**src/rtl/wb_pkg.sv**
```systemverilog
// ---------------------------------------------------------------------------
// wb_pkg
// Shared definitions for the lane write-back scheduler.
//   LANES  : number of SIMD lanes / register files written back
//   DATA_W : width of one lane result
//   REG_W  : width of the destination register index
//   wb_state_e : scheduler FSM states (IDLE accepts, WRITE drains lanes)
// ---------------------------------------------------------------------------
package wb_pkg;

    localparam int LANES  = 4;
    localparam int DATA_W = 16;
    localparam int REG_W  = 4;

    typedef enum logic [0:0] {
        IDLE  = 1'b0,
        WRITE = 1'b1
    } wb_state_e;

endpackage

```
**src/rtl/lane_priority_enc.sv**
```systemverilog
// ---------------------------------------------------------------------------
// lane_priority_enc
// Combinational lowest-set-bit finder over the pending-lane vector.
//   req    [LANES-1:0] in  : lanes still waiting to be written
//   onehot [LANES-1:0] out : one-hot select of the lowest set bit of req
//   valid              out : at least one bit of req is set
// ---------------------------------------------------------------------------
module lane_priority_enc
    import wb_pkg::*;
(
    input  logic [LANES-1:0] req,
    output logic [LANES-1:0] onehot,
    output logic             valid
);

    // Two's-complement trick: req & -req isolates the lowest set bit.
    always_comb begin
        onehot = req & (~req + LANES'(1));
        valid  = |req;
    end

endmodule

```
**src/rtl/wb_lane_scheduler.sv**
```systemverilog
// ---------------------------------------------------------------------------
// wb_lane_scheduler
// Serialises one multi-lane write-back request onto a shared write bus, one
// lane per cycle, lowest enabled lane first.
//   clk, rst        : clock, synchronous active-high reset
//   flush           : drop pending writes, refuse the current request
//   reqValid/Ready  : request handshake (ready whenever the FSM is IDLE)
//   reqRd           : destination register, shared by all lanes
//   reqMask         : lane enables, bit k = write lane k
//   reqData0..3     : per-lane results
//   wbWe            : one-hot lane write enable (registered)
//   wbRd, wbData    : write address / data, zero when no write (registered)
//   busy            : FSM in WRITE, used as pipeline stall
//   done            : one-cycle pulse when a request has fully retired
// ---------------------------------------------------------------------------
module wb_lane_scheduler #(
    parameter int LANES  = wb_pkg::LANES,
    parameter int DATA_W = wb_pkg::DATA_W,
    parameter int REG_W  = wb_pkg::REG_W
) (
    input  logic              clk,
    input  logic              rst,
    input  logic              flush,
    input  logic              reqValid,
    output logic              reqReady,
    input  logic [REG_W-1:0]  reqRd,
    input  logic [LANES-1:0]  reqMask,
    input  logic [DATA_W-1:0] reqData0,
    input  logic [DATA_W-1:0] reqData1,
    input  logic [DATA_W-1:0] reqData2,
    input  logic [DATA_W-1:0] reqData3,
    output logic [LANES-1:0]  wbWe,
    output logic [REG_W-1:0]  wbRd,
    output logic [DATA_W-1:0] wbData,
    output logic              busy,
    output logic              done
);

    import wb_pkg::*;

    wb_state_e                    state_q,   state_d;
    logic [LANES-1:0]             pending_q, pending_d;
    logic [REG_W-1:0]             rd_q,      rd_d;
    logic [LANES-1:0][DATA_W-1:0] data_q,    data_d;
    logic [LANES-1:0]             we_q,      we_d;
    logic [REG_W-1:0]             wb_rd_q,   wb_rd_d;
    logic [DATA_W-1:0]            wb_data_q, wb_data_d;
    logic                         done_q,    done_d;

    logic [LANES-1:0]  lane_sel;
    logic              lane_valid;
    logic [LANES-1:0]  pending_left;
    logic              last_write;
    logic [DATA_W-1:0] lane_data;
    logic              accept;

    lane_priority_enc u_lane_priority_enc (
        .req    (pending_q),
        .onehot (lane_sel),
        .valid  (lane_valid)
    );

    assign reqReady = (state_q == IDLE);
    assign busy     = (state_q == WRITE);
    // rst is folded in so nothing is captured while reset is held.
    assign accept   = reqValid && reqReady && !flush && !rst;

    assign pending_left = pending_q & ~lane_sel;
    assign last_write   = (pending_left == '0);

    assign wbWe   = we_q;
    assign wbRd   = wb_rd_q;
    assign wbData = wb_data_q;
    assign done   = done_q;

    // AND-OR mux of the held lane data under the one-hot lane select.
    always_comb begin
        lane_data = '0;
        for (int k = 0; k < LANES; k++) begin
            lane_data = lane_data | (data_q[k] & {DATA_W{lane_sel[k]}});
        end
    end

    // Next-state logic: FSM state and the pending-lane vector.
    always_comb begin
        state_d   = state_q;
        pending_d = pending_q;
        if (flush) begin
            state_d   = IDLE;
            pending_d = '0;
        end else begin
            case (state_q)
                IDLE: begin
                    // A zero mask retires straight from IDLE.
                    if (accept && (reqMask != '0)) begin
                        state_d   = WRITE;
                        pending_d = reqMask;
                    end else begin
                        state_d   = IDLE;
                        pending_d = pending_q;
                    end
                end
                WRITE: begin
                    // Leaving on the last write lets a new request be taken
                    // in the same cycle the last write is on the bus.
                    pending_d = pending_left;
                    if (last_write) begin
                        state_d = IDLE;
                    end else begin
                        state_d = WRITE;
                    end
                end
                default: begin
                    state_d   = IDLE;
                    pending_d = '0;
                end
            endcase
        end
    end

    // Output and holding-register logic: capture on accept, drive one lane per cycle.
    always_comb begin
        rd_d      = rd_q;
        data_d    = data_q;
        we_d      = '0;
        wb_rd_d   = '0;
        wb_data_d = '0;
        done_d    = 1'b0;
        if (accept) begin
            rd_d   = reqRd;
            data_d = {reqData3, reqData2, reqData1, reqData0};
        end else begin
            rd_d   = rd_q;
            data_d = data_q;
        end
        if (flush) begin
            done_d = 1'b0;
        end else begin
            case (state_q)
                IDLE: begin
                    done_d = accept && (reqMask == '0);
                end
                WRITE: begin
                    if (lane_valid) begin
                        we_d      = lane_sel;
                        wb_rd_d   = rd_q;
                        wb_data_d = lane_data;
                        done_d    = last_write;
                    end else begin
                        done_d    = 1'b0;
                    end
                end
                default: begin
                    done_d = 1'b0;
                end
            endcase
        end
    end

    // State register: every flop of the block, synchronous reset.
    always_ff @(posedge clk) begin
        if (rst) begin
            state_q   <= IDLE;
            pending_q <= '0;
            rd_q      <= '0;
            data_q    <= '0;
            we_q      <= '0;
            wb_rd_q   <= '0;
            wb_data_q <= '0;
            done_q    <= 1'b0;
        end else begin
            state_q   <= state_d;
            pending_q <= pending_d;
            rd_q      <= rd_d;
            data_q    <= data_d;
            we_q      <= we_d;
            wb_rd_q   <= wb_rd_d;
            wb_data_q <= wb_data_d;
            done_q    <= done_d;
        end
    end

endmodule
```
**config.mk**
```make
export PLATFORM = sky130hd
export DESIGN_NAME = wb_lane_scheduler
export DESIGN_NICKNAME = d
export VERILOG_FILES = /design/src/rtl/wb_pkg.sv /design/src/rtl/lane_priority_enc.sv /design/src/rtl/wb_lane_scheduler.sv
export SDC_FILE = /design/constraint.sdc
export NUM_CORES = 1
export LEC_CHECK = 0
export ABC_AREA = 0
export CAP_MARGIN = 15
export CELL_PAD_IN_SITES_DETAIL_PLACEMENT = 1
export CELL_PAD_IN_SITES_GLOBAL_PLACEMENT = 2
export CORE_MARGIN = 1.5
export CORE_UTILIZATION = 36
export DETAILED_ROUTE_END_ITERATION = 6
export DONT_BUFFER_PORTS = 1
export HOLD_SLACK_MARGIN = 0.08
export PLACE_DENSITY = 0.74
export SETUP_SLACK_MARGIN = 0.5
export SLEW_MARGIN = 40
export SYNTH_ARGS = -nofsm -noshare
export SYNTH_HDL_FRONTEND = slang
export SYNTH_SLANG_ARGS = --single-unit
```
**constraint.sdc**
```tcl
create_clock -name clk -period 1.6 [get_ports clk]
set_clock_uncertainty 0.05 [all_clocks]
set_input_delay 0.08 -clock clk [delete_from_list [all_inputs] [get_ports clk]]
set_output_delay 0.08 -clock clk [all_outputs]
set_load 0.02 [all_outputs]
```
==> results.cfg <==
[final_layout]
drive_above_1_share_pct = 20.5
n_fill_cell = 1221
postLayoutCoreUtil_pct = 50.1
final_common_cell = dfxtp_1
nNetsFinal = 594
final_cells = 662
synthToLayoutAreaGrowth_pct = 36.9
final_cell_mix = dfxtp_1, nand2_1, dlygate4sd3_1

[power_and_ir_drop]
cellPowerDensity_nw_per_um2 = 863
leakagePower_nw = 2.00
ir_drop_v = 0.000521

[synth]
synth_warnings = 0
yosysSeqAreaShare_pct = 49.6
synthTopCellsByArea = dfxtp_1, nand2_1, nand2b_1
synth-edff-count = 0
synthFlopType = dfxtp_1
syn_area_um2 = 3950
syn-num-nets = 536
synthCells = 460
ys_async_sr_fraction_pct = 0
ys_ff_latch = 98
synth_cell_types = 33
synth_area_per_cell_um2 = 8.60
yosys.area.top_type = dfxtp_1
synth_top_area_share_pct = 49.6

[worst_setup_path]
cp.arrival_ns = 1.71
crit_type = reg2reg
r2r_cells = 6
r2r_slack_ns = 0.15
r2r_end = data_q[39]
crit_path_start_kind = flop
cp.required_ns = 1.86
worst-path-max-fanout = 8
r2r-start = busy
crit_path_end_kind = flop

[timing]
period_needed_ns = 1.45
setup_viol = 0
slew_violations = 0
timing.final.crit_share_pct = 90.8
tns_ns = 0
slew_headroom_pct = 70.3
fin_ws_ns = 0.147
timing.fmax_mhz = 688
rsz0062_at_grt = true
hold_viol_final = 74
whs_ns = -0.248
tightest_slew_ns = 0.442

[clocking]
cts_sinks = 98
clk_latency_ns = 0.37
cts.clk_slew.worst_paths_ns = 0.09
hold_buffers = 52
cts_tree = built
cts-htree-levels = 3
cts_made_buffers = 9
clockBufferDepth = 2
cts_root_buffer = clkbuf_8

[global_routing]
track_usage_pct = 20.0
antenna_found_initial = 1
grt_pass1_wl_um = 17700
grt_remaining_overflow = 0
grt_max_degree = 73
grt_pass1_vias = 3344

[placed_design]
port_buffers = 0
place_inst = 577
pre_cts_ws_ns = 0.145
hpwlAfterDp_um = 6530
gp_congestion = 0.774

[outcome]
violations = hold timing
run_status = finished, violations left

[floorplan]
die_y_um = 108
initial_core_util_pct = 36.6
num_rows = 38
die_w_um = 108
core-area_um2 = 10800
ios = 103
die_area_um2 = 11600

[min_path]
min_to = data_q[0]
min_from = rst
hold_path_class = in2reg
holdPathStages = 1

[job]
cap_violations = 0

[routing]
viasPerCell = 5.12
drtIter0Drc = 161
wl_per_cell_um = 18.4
antenna_left = 0
drc = 0
num_vias = 3387
routed_wl_um = 12200
dr.pass1.iters = 4
==> repair_timing <==
action / in CTS / in global routing
pin swaps: 3 / 8
gates resized for setup: 16 / 81
endpoints found under the setup margin: 99 / 99
gates cloned: 3 / 7
setup buffers: 6 / 2
hold endpoints to repair: 98 / 94
==> how the worst max path moves through the flow <==
stage,from,to,cells after the start
final,busy,data_q[39],6
after global routing,busy,data_q[2],5
after CTS,busy,data_q[13],6
after detailed placement,busy,data_q[19],4
after global placement,busy,data_q[48],5
after floorplan,pending_q[3],done,4
==> routing by layer <==
layer  vias up  wire length (µm)  track usage [%]
li1       1661                 -                -
met2        75              5580             29.7
met5         -                 0                0
met4         0               174             7.42
met1      1638              5850             27.6
met3        13               586             5.27
==> cells in the mapped netlist (2+ instances only) <==
cell / instances
clkbuf_2: 4
a211oi_1: 3
buf_4: 4
a21oi_1: 34
nor2_1: 6
clkbuf_1: 15
o21ai_0: 51
inv_1: 21
nand2b_1: 50
dfxtp_1: 98
nor4b_4: 2
buf_2: 8
buf_6: 5
a22o_1: 16
and3_1: 3
nand2_1: 90
o31ai_1: 19
nand3b_1: 16
==> per-stage QoR <==
stage	hold WS (ns)	total power, mW	cell area (µm²)
4_1_cts	-0.258	4.63	5010
3_3_place_gp	0.142	2.92	4130
6_report	-0.248	4.67	5410
3_5_place_dp	0.148	2.92	4130
5_1_grt	-0.274	4.87	5410
2_1_floorplan	0.139	2.88	4030
==> critical path, cell delays in order, from the launching register on <==
cell,delay (ns)
dfxtp_4,0.40
nor4b_4,0.35
buf_12,0.18
buf_12,0.13
clkbuf_16,0.16
nand2_2,0.04
o21ai_1,0.06
==> logic make-up (layout without fill, tap and decap cells) <==
kind of cell | after synthesis | after routing | synth area share (%)
compound gates | 130 | 130 | 19.9
buf+inv | 58 | 119 | 7.22
flops | 98 | 98 | 49.6
other cells | 0 | 1 | 0
simple gates | 174 | 174 | 23.3
==> cell type report <==
type | count | area, µm² | area share [%]
Sequential cell | 98 | 1980 | 36.6
Multi-Input combinational cell | 304 | 1960 | 36.2
Timing Repair Buffer | 84 | 1030 | 19.0
Clock buffer | 12 | 176 | 3.26
Tap cell | 140 | 175 | 3.24
Inverter | 21 | 78.8 | 1.46
Clock inverter | 2 | 10.0 | 0.185
Antenna cell | 1 | 2.50 | 0.0462
==> report_power, final <==
group	internal [mW]	switching (mW)	leakage [nW]
clock	0.724	0.854	0.0992
combinational	0.276	0.233	1.10
sequential	2.53	0.0526	0.802
total	3.53	1.14	2.00
==> sequential cells by signal (all words and copies together), names as in the netlist <==
signal / cells
busy: 1
data_q: 64
done: 1
pending_q: 4
rd_q: 4
wbData: 16
wbRd: 4
wbWe: 4
Power figures use the tool's default switching activity.
